## src/rtl/timer_run_controller.sv

```systemverilog
// Run/set/pause/alarm sequencer for the seconds/minutes/hours counter bank.
// Produces the 1 s tick, cascaded step strobes and overlay status, all registered.
module timer_run_controller #(
  parameter int unsigned TICK_DIV    = 50_000_000,
  parameter int unsigned ALARM_TICKS = 10
) (
  input  logic       clk_i,
  input  logic       reset_i,
  input  logic       btn_mode_i,
  input  logic       btn_inc_i,
  input  logic       btn_start_i,
  input  logic       dir_down_i,
  input  logic       sec_zero_i,
  input  logic       min_zero_i,
  input  logic       hr_zero_i,
  input  logic       sec_max_i,
  input  logic       min_max_i,
  output logic       cnt_reset_o,
  output logic       sec_step_o,
  output logic       min_step_o,
  output logic       hr_step_o,
  output logic       cnt_forward_o,
  output logic [1:0] set_field_o,
  output logic       running_o,
  output logic       alarm_o,
  output logic [2:0] state_o
);

  localparam logic [2:0] S_IDLE    = 3'd0;
  localparam logic [2:0] S_SET_SEC = 3'd1;
  localparam logic [2:0] S_SET_MIN = 3'd2;
  localparam logic [2:0] S_SET_HR  = 3'd3;
  localparam logic [2:0] S_RUN     = 3'd4;
  localparam logic [2:0] S_PAUSE   = 3'd5;
  localparam logic [2:0] S_ALARM   = 3'd6;

  localparam int DW = (TICK_DIV > 1) ? $clog2(TICK_DIV) : 1;
  localparam int AW = (ALARM_TICKS > 1) ? $clog2(ALARM_TICKS) : 1;
  localparam logic [DW-1:0] DIV_MAX = DW'(TICK_DIV - 1);
  localparam logic [AW-1:0] ALM_MAX = AW'(ALARM_TICKS - 1);

  logic [2:0]    state_q, state_d;
  logic [DW-1:0] div_q, div_d;
  logic [AW-1:0] alm_q, alm_d;
  logic          dir_q, dir_d;
  logic          cnt_reset_q, cnt_reset_d;
  logic          sec_step_q, sec_step_d;
  logic          min_step_q, min_step_d;
  logic          hr_step_q, hr_step_d;
  logic          fwd_q, fwd_d;
  logic [1:0]    field_q, field_d;
  logic          run_q, run_d;
  logic          alarm_q, alarm_d;

  logic tick, all_zero, start_ok, any_btn;

  assign tick     = (div_q == DIV_MAX);
  assign all_zero = sec_zero_i & min_zero_i & hr_zero_i;
  // A countdown from 00:00:00 has nothing to count, so start is refused.
  assign start_ok = ~(dir_down_i & all_zero);
  assign any_btn  = btn_mode_i | btn_inc_i | btn_start_i;

  always_comb begin
    state_d     = state_q;
    div_d       = div_q;
    alm_d       = alm_q;
    dir_d       = dir_q;
    cnt_reset_d = 1'b0;
    sec_step_d  = 1'b0;
    min_step_d  = 1'b0;
    hr_step_d   = 1'b0;
    case (state_q)
      S_IDLE: begin
        div_d = '0;
        if (btn_start_i) begin
          if (start_ok) begin
            state_d = S_RUN;
            dir_d   = dir_down_i;
          end
        end else if (btn_mode_i) begin
          state_d = S_SET_SEC;
        end
      end
      S_SET_SEC, S_SET_MIN, S_SET_HR: begin
        if (btn_start_i) begin
          if (start_ok) begin
            state_d = S_RUN;
            dir_d   = dir_down_i;
          end
        end else if (btn_mode_i) begin
          if (state_q == S_SET_HR) begin
            state_d = S_IDLE;
            div_d   = '0;
          end else begin
            state_d = state_q + 3'd1;
          end
        end else if (btn_inc_i) begin
          sec_step_d = (state_q == S_SET_SEC);
          min_step_d = (state_q == S_SET_MIN);
          hr_step_d  = (state_q == S_SET_HR);
        end
      end
      S_RUN: begin
        // Pause wins over a coincident tick: divider holds, no strobes.
        if (btn_start_i) begin
          state_d = S_PAUSE;
        end else begin
          div_d = tick ? '0 : div_q + DW'(1);
          if (tick) begin
            if (dir_q) begin
              if (all_zero) begin
                state_d = S_ALARM;
                alm_d   = '0;
              end else begin
                sec_step_d = 1'b1;
                min_step_d = sec_zero_i;
                hr_step_d  = sec_zero_i & min_zero_i;
              end
            end else begin
              sec_step_d = 1'b1;
              min_step_d = sec_max_i;
              hr_step_d  = sec_max_i & min_max_i;
            end
          end
        end
      end
      S_PAUSE: begin
        if (btn_start_i) begin
          state_d = S_RUN;
        end else if (btn_mode_i) begin
          state_d     = S_IDLE;
          div_d       = '0;
          cnt_reset_d = 1'b1;
        end
      end
      S_ALARM: begin
        div_d = tick ? '0 : div_q + DW'(1);
        if (any_btn) begin
          state_d = S_IDLE;
          div_d   = '0;
        end else if (tick) begin
          if (alm_q == ALM_MAX) begin
            state_d = S_IDLE;
          end else begin
            alm_d = alm_q + AW'(1);
          end
        end
      end
      default: begin
        state_d = S_IDLE;
        div_d   = '0;
      end
    endcase

    fwd_d   = ((state_d == S_RUN) || (state_d == S_PAUSE)) ? ~dir_d : 1'b1;
    field_d = (state_d == S_SET_SEC) ? 2'd1 :
              (state_d == S_SET_MIN) ? 2'd2 :
              (state_d == S_SET_HR)  ? 2'd3 : 2'd0;
    run_d   = (state_d == S_RUN);
    alarm_d = (state_d == S_ALARM);
  end

  always_ff @(posedge clk_i) begin
    if (reset_i) begin
      state_q     <= S_IDLE;
      div_q       <= '0;
      alm_q       <= '0;
      dir_q       <= 1'b0;
      cnt_reset_q <= 1'b0;
      sec_step_q  <= 1'b0;
      min_step_q  <= 1'b0;
      hr_step_q   <= 1'b0;
      fwd_q       <= 1'b0;
      field_q     <= 2'd0;
      run_q       <= 1'b0;
      alarm_q     <= 1'b0;
    end else begin
      state_q     <= state_d;
      div_q       <= div_d;
      alm_q       <= alm_d;
      dir_q       <= dir_d;
      cnt_reset_q <= cnt_reset_d;
      sec_step_q  <= sec_step_d;
      min_step_q  <= min_step_d;
      hr_step_q   <= hr_step_d;
      fwd_q       <= fwd_d;
      field_q     <= field_d;
      run_q       <= run_d;
      alarm_q     <= alarm_d;
    end
  end

  assign cnt_reset_o   = cnt_reset_q;
  assign sec_step_o    = sec_step_q;
  assign min_step_o    = min_step_q;
  assign hr_step_o     = hr_step_q;
  assign cnt_forward_o = fwd_q;
  assign set_field_o   = field_q;
  assign running_o     = run_q;
  assign alarm_o       = alarm_q;
  assign state_o       = state_q;

endmodule

```

## config.mk

```make
export PLATFORM = sky130hd
export DESIGN_NAME = timer_run_controller
export DESIGN_NICKNAME = d
export VERILOG_FILES = /design/src/rtl/timer_run_controller.sv
export SDC_FILE = /design/constraint.sdc
export NUM_CORES = 1
export LEC_CHECK = 0
export CORE_MARGIN = 2
export CORE_UTILIZATION = 57
export DETAILED_ROUTE_END_ITERATION = 8
export MAX_ROUTING_LAYER = met4
export PLACE_DENSITY = 0.82
export SETUP_SLACK_MARGIN = 0.2
export SLEW_MARGIN = 20
export SYNTH_ARGS = -nofsm -noshare
export SYNTH_HDL_FRONTEND = slang
export SYNTH_SLANG_ARGS = --single-unit
```

## constraint.sdc

```tcl
create_clock -name clk_i -period 3.4 [get_ports clk_i]
set_clock_uncertainty 0.15 [all_clocks]
set_input_delay 0.85 -clock clk_i [delete_from_list [all_inputs] [get_ports clk_i]]
set_output_delay 0.85 -clock clk_i [all_outputs]
set_load 0.02 [all_outputs]
```

Word-level counts from Yosys, hierarchy flattened. Index checks and enable logic that the tools add are counted.

Word-level logic and storage cells: 124. Input port bits: 11. Bits in registers: 43. Output and inout bits: 12.

Bitwise gates (word level): 8. Muxes and demuxes: 65. $add $sub $neg: 3. Reductions and logical operators: 9. Eq/ne operators: 26.

Operator list (number): $mux 26 (8); $pmux 26 s4 (1); $mux 3 (15); $mux 4 (7); $mux 1 (27); $add 26x1->26 const B (1); $eq 26x26->1 const B (1); $ne 2x2->1 const B (12); $eq 3x3->1 const B (6); $pmux 3 s5 (1); $eq 3x2->1 const B (4); $pmux 4 s2 (1); $reduce_and 8->1 (1); $eq 3x1->1 const B (2); $pmux 1 s2 (3); $reduce_and 6->1 (1); $reduce_or 3->1 (2); $add 4x1->4 const B (1); $and 1x1->1 (4); $eq 4x4->1 const B (1); $mux 2 (2); $reduce_or 4->1 (1); $add 3x1->3 const B (1); $logic_not 3->1 (1); 5 further kinds (7).

Depth between registers and ports, before layout.
Word-level depth: 11. Mapped depth: 9. Gate-level depth less buffers: 7.

Least setup slack after synthesis. OpenSTA, ideal clock, no wires.

Path type: register -> register. From: register state_q[0] (netlist: state_o[0]). To: register div_q[20]. Data required time: 3180 ps. Library setup time: 70 ps. Arrival: 2448 ps. Cell stages (with the launch flop): 10. Path buffers: 2. Setup slack: 733 ps. Clock period less this slack: 2667 ps. Cell sequence: dfxtp_1 > buf_6 > inv_1 > ha_1 > o21a_1 > o21a_2 > or3_1 > buf_2 > or4_1 > a21oi_1.

Cells in the longest elaborated chain, start to end: 4. Elaborated cells between the ends (all ways): 15. Those cells by class: eq/ne (12); mux (1); reduce/logical (2).

Ends and longest elaborated chain: start, declared (line 42) `logic [2:0] state_q, state_d;`; start signal, assigned (line 178) `state_q <= state_d;`; $eq 3x2->1 (tied with other cells) (line 72, 91); $reduce_or 3->1 (line 72) `case (state_q)`; $ne 2x2->1 (no source line); $reduce_and 6->1 (no source line); end signal, assigned (line 179) `div_q <= div_d;`; end, declared (line 43) `logic [DW-1:0] div_q, div_d;`.

Several ways; a longest one is shown, not always the timed one. A chain may end at the register's enable or synchronous reset.

Worst setup path after layout.
From: input port btn_mode_i. To: register alm_q[2].

Cells in the longest elaborated chain, start to end: 4.

Ends and longest elaborated chain: start, declared (line 9) `input logic btn_mode_i,`; $or 1x1->1 (2 in series) (line 61) `assign any_btn = btn_mode_i | btn_inc_i | btn_start_i;`; $ne 2x2->1 (no source line); $reduce_and 8->1 (no source line); end signal, assigned (line 180) `alm_q <= alm_d;`; end, declared (line 44) `logic [AW-1:0] alm_q, alm_d;`.

No other way between the ends.

==> impl_results.md <==
- Die Y: 70.0 µm
- Fillers: between 300 and 400
- Cts repair resizes: 0
- Port bufs: 22
- Share of layout cells above drive strength 1: under 10%
- Max Slew Vio Count: 0
- Crit path DAT: approximately 3.1 ns
- Psw: just over 0.0003 W
- Cells on Worst Hold Path: 2
- Worst-path fanout max: 9
- Vias in the first global route: roughly 2300
- Post-DP Area: about 2800 µm²
- Clock Latency Late Sink: between 0.2 and 0.3 ns
- Mapped cell area: roughly 2500 µm²
- Status: completed
- Avg WL per Cell: ~16 µm
- Crit Path Category: in -> reg
- Critical Path RT: 3.46 ns
- CTS Sinks: 43
- Internal power: 0.000738 W
- Largest net degree at the start of global routing: 22
- CTS tree: yes
- Remaining antenna violation count: 0
- Total grt overflow: 0
- Proportion of power drawn by the clock network: between 20% and 30%
- Area leader, netlist: dfxtp_1
- WL met3: between 300 and 400 µm
- Logic pwr share: about a fifth
- CTS clk-pin slew, worst paths: approximately 0.080 ns
- Worst setup EP type: flop
- Synth unique cells: 61
- # rows: 24
- Worst vdd ir: 200 µV
- Worst Tran Pin Value: between 0.8 and 0.9 ns
- Synth cell count leaders: 43 x dfxtp_1, 28 x nor2_1, 25 x nand2_1
- Hold_ws: approximately 0.33 ns
- Gr usage total: 26.6%
- Startpoint types: input pin
- Seq/Total Area, Yosys: ~35%
- M1 WL: 2620 µm
- Antenna violations before repair: 0
- Top-count cell post-synth: dfxtp_1
- DRC viols: 0
- Sequential share of power: 50.7%
- Hold_buf cts: 0
- First-pass GRT wire length: just over 10000 µm
- Syn Nets: about 320
- Placer Congestion: approximately 0.95
- H-tree depth: 2
- Area growth syn-to-layout: 16.4%
- Final setup vio count: 0
- CTS root buf: clkbuf_8
- Final #Nets: 353
- Net Sw Frac: about 29%
- Max_cap viols: 0
- Synth top area share: between 30% and 40%
- Starting Density: roughly 60%
- Clock buffer depth: 2
- Postcts setup bufs: 0
- R2r setup slk: a little under 0.8 ns
- Post-synthesis cell count: around 300
- Top post-synthesis cells by area: dfxtp_1 35%, a21oi_1 4.6%, nor2_1 4.2%
- Avg Cell Area, Syn: approximately 8 µm²
- Pwr Density: 361 nW/µm²
- Final Hold Viols: 0
- Drt first pass iters: 7
- Met2 WL: roughly 3100 µm
- Fmax: about 0.34 GHz
- Ant diodes: 0
- Final core utilization: 67.8%
- Yosys reg bits: 43
- Fin crit share: between 80 and 90%
- Setup_tns: 0 ns
- Lkg Pwr: just over 0.9 nW
- Final Cell Area: between 2000 and 3000 µm²
- RSZ-0062 raised after global routing: false
- Die Wd: ~70 µm
- Post-DP HPWL: roughly 4400 µm
- 1st-iter DRT viols: ~220
- Final worst path period need: roughly 3.0 ns
- Core ar.: about 4300 µm²
- Yosys warnings: 0
- Via count: between 2000 and 2500
- Via density: between 6 and 7
- Die Area: between 4000 and 5000 µm²
- EDFF count, synth: 0
- R2R depth: 6
- Cts bufs inserted: 5
- Routed WL: just over 6000 µm
- Worst hold path type: reg -> reg
- Relative slew slack: between 40% and 50%
- Uppermost layer routed: met4
- Synth Flop Type: dfxtp_1
- Io pins: 23
- Async SR Flop Fraction: 0%
==> logic make-up after synthesis <==
kind of cell | Yosys count | synth area share (%)
adders and majority gates | 7 | 3.52
and+or+nand+nor | 150 | 33.9
xor gates and xnor gates | 9 | 3.17
AOI/OAI and AO/OA | 72 | 20.2
muxes | 2 | 0.806
buffers and inverters | 21 | 3.73
DFF | 43 | 34.6
==> per-layer routing <==
layer | track usage, % | vias up
met2 | 44.4 | 100
met5 | - | -
met1 | 31.7 | 1141
li1 | - | 1211
met3 | 3.75 | 25
met4 | 12.6 | 0
==> final timing paths <==
kind | end | from
hold reg to reg | div_q[1] | div_q[1]
hold / removal | div_q[1] | div_q[1]
setup / recovery | alm_q[2] | btn_mode_i
setup reg to reg | div_q[6] | div_q[0]
==> layout make-up <==
class	count	area, µm²	area share [%]
clock inverters	2	13.8	0.476
inverters	11	41.3	1.43
clock buffers	5	68.8	2.38
well taps	52	65.1	2.25
flip-flops and latches	43	861	29.8
multi-input cells	240	1530	53.0
repair buffers	34	310	10.7
==> critical path, stage by stage <==
cell and delay, ns:
clkdlybuf4s50_1 0.59, or3_1 0.44, o32ai_2 0.32, nand4_2 0.20, or4_1 0.45, a21oi_1 0.20
==> through the flow <==
| stage | power (W) | setup WS, ns | std cells |
|---|---|---|---|
| final | 0.00104 | 0.416 | 387 |
| after floorplan | 0.000666 | 0.733 | 304 |
| after CTS | 0.00105 | 0.448 | 387 |
| after detailed placement | 0.000741 | 0.160 | 380 |
| after global routing | 0.00109 | 0.299 | 387 |
| after global placement | 0.000737 | 0.237 | 380 |
==> flip-flops by register name, summed over array words and instances (netlist names) <==
register       flops
sec_step_o         1
running_o          1
cnt_reset_o        1
state_o            3
cnt_forward_o      1
hr_step_o          1
min_step_o         1
set_field_o        2
div_q             26
alarm_o            1
alm_q              4
dir_q              1
==> layout by cell type (no fill, tap or decap), types with 3 or more instances in the layout <==
cell type,count
and3_1,6
and4_1,5
o21ai_1,4
nand4_1,14
o21ai_0,8
ha_1,7
o31ai_1,7
a31oi_1,6
nand2b_1,3
nor3_1,10
a21oi_1,23
nand3_1,12
or4_1,7
and2_1,3
nor4_1,8
nor2b_1,3
inv_1,11
clkbuf_8,5
nor2_1,28
nand2_1,25
or3_1,10
dfxtp_1,43
buf_4,12
xor2_1,3
xnor2_1,6
clkdlybuf4s50_1,22
==> power groups by stage <==
stage | Sequential (W) | Combinational [W] | Clock [W]
after floorplan | 0.000544 | 0.000122 | 0
after global placement | 0.000540 | 0.000197 | 0
after detailed placement | 0.000541 | 0.000200 | 0
after CTS | 0.000529 | 0.000202 | 0.000315
after global routing | 0.000531 | 0.000223 | 0.000334
final | 0.000529 | 0.000204 | 0.000311
(Power assumes the default switching activity.)
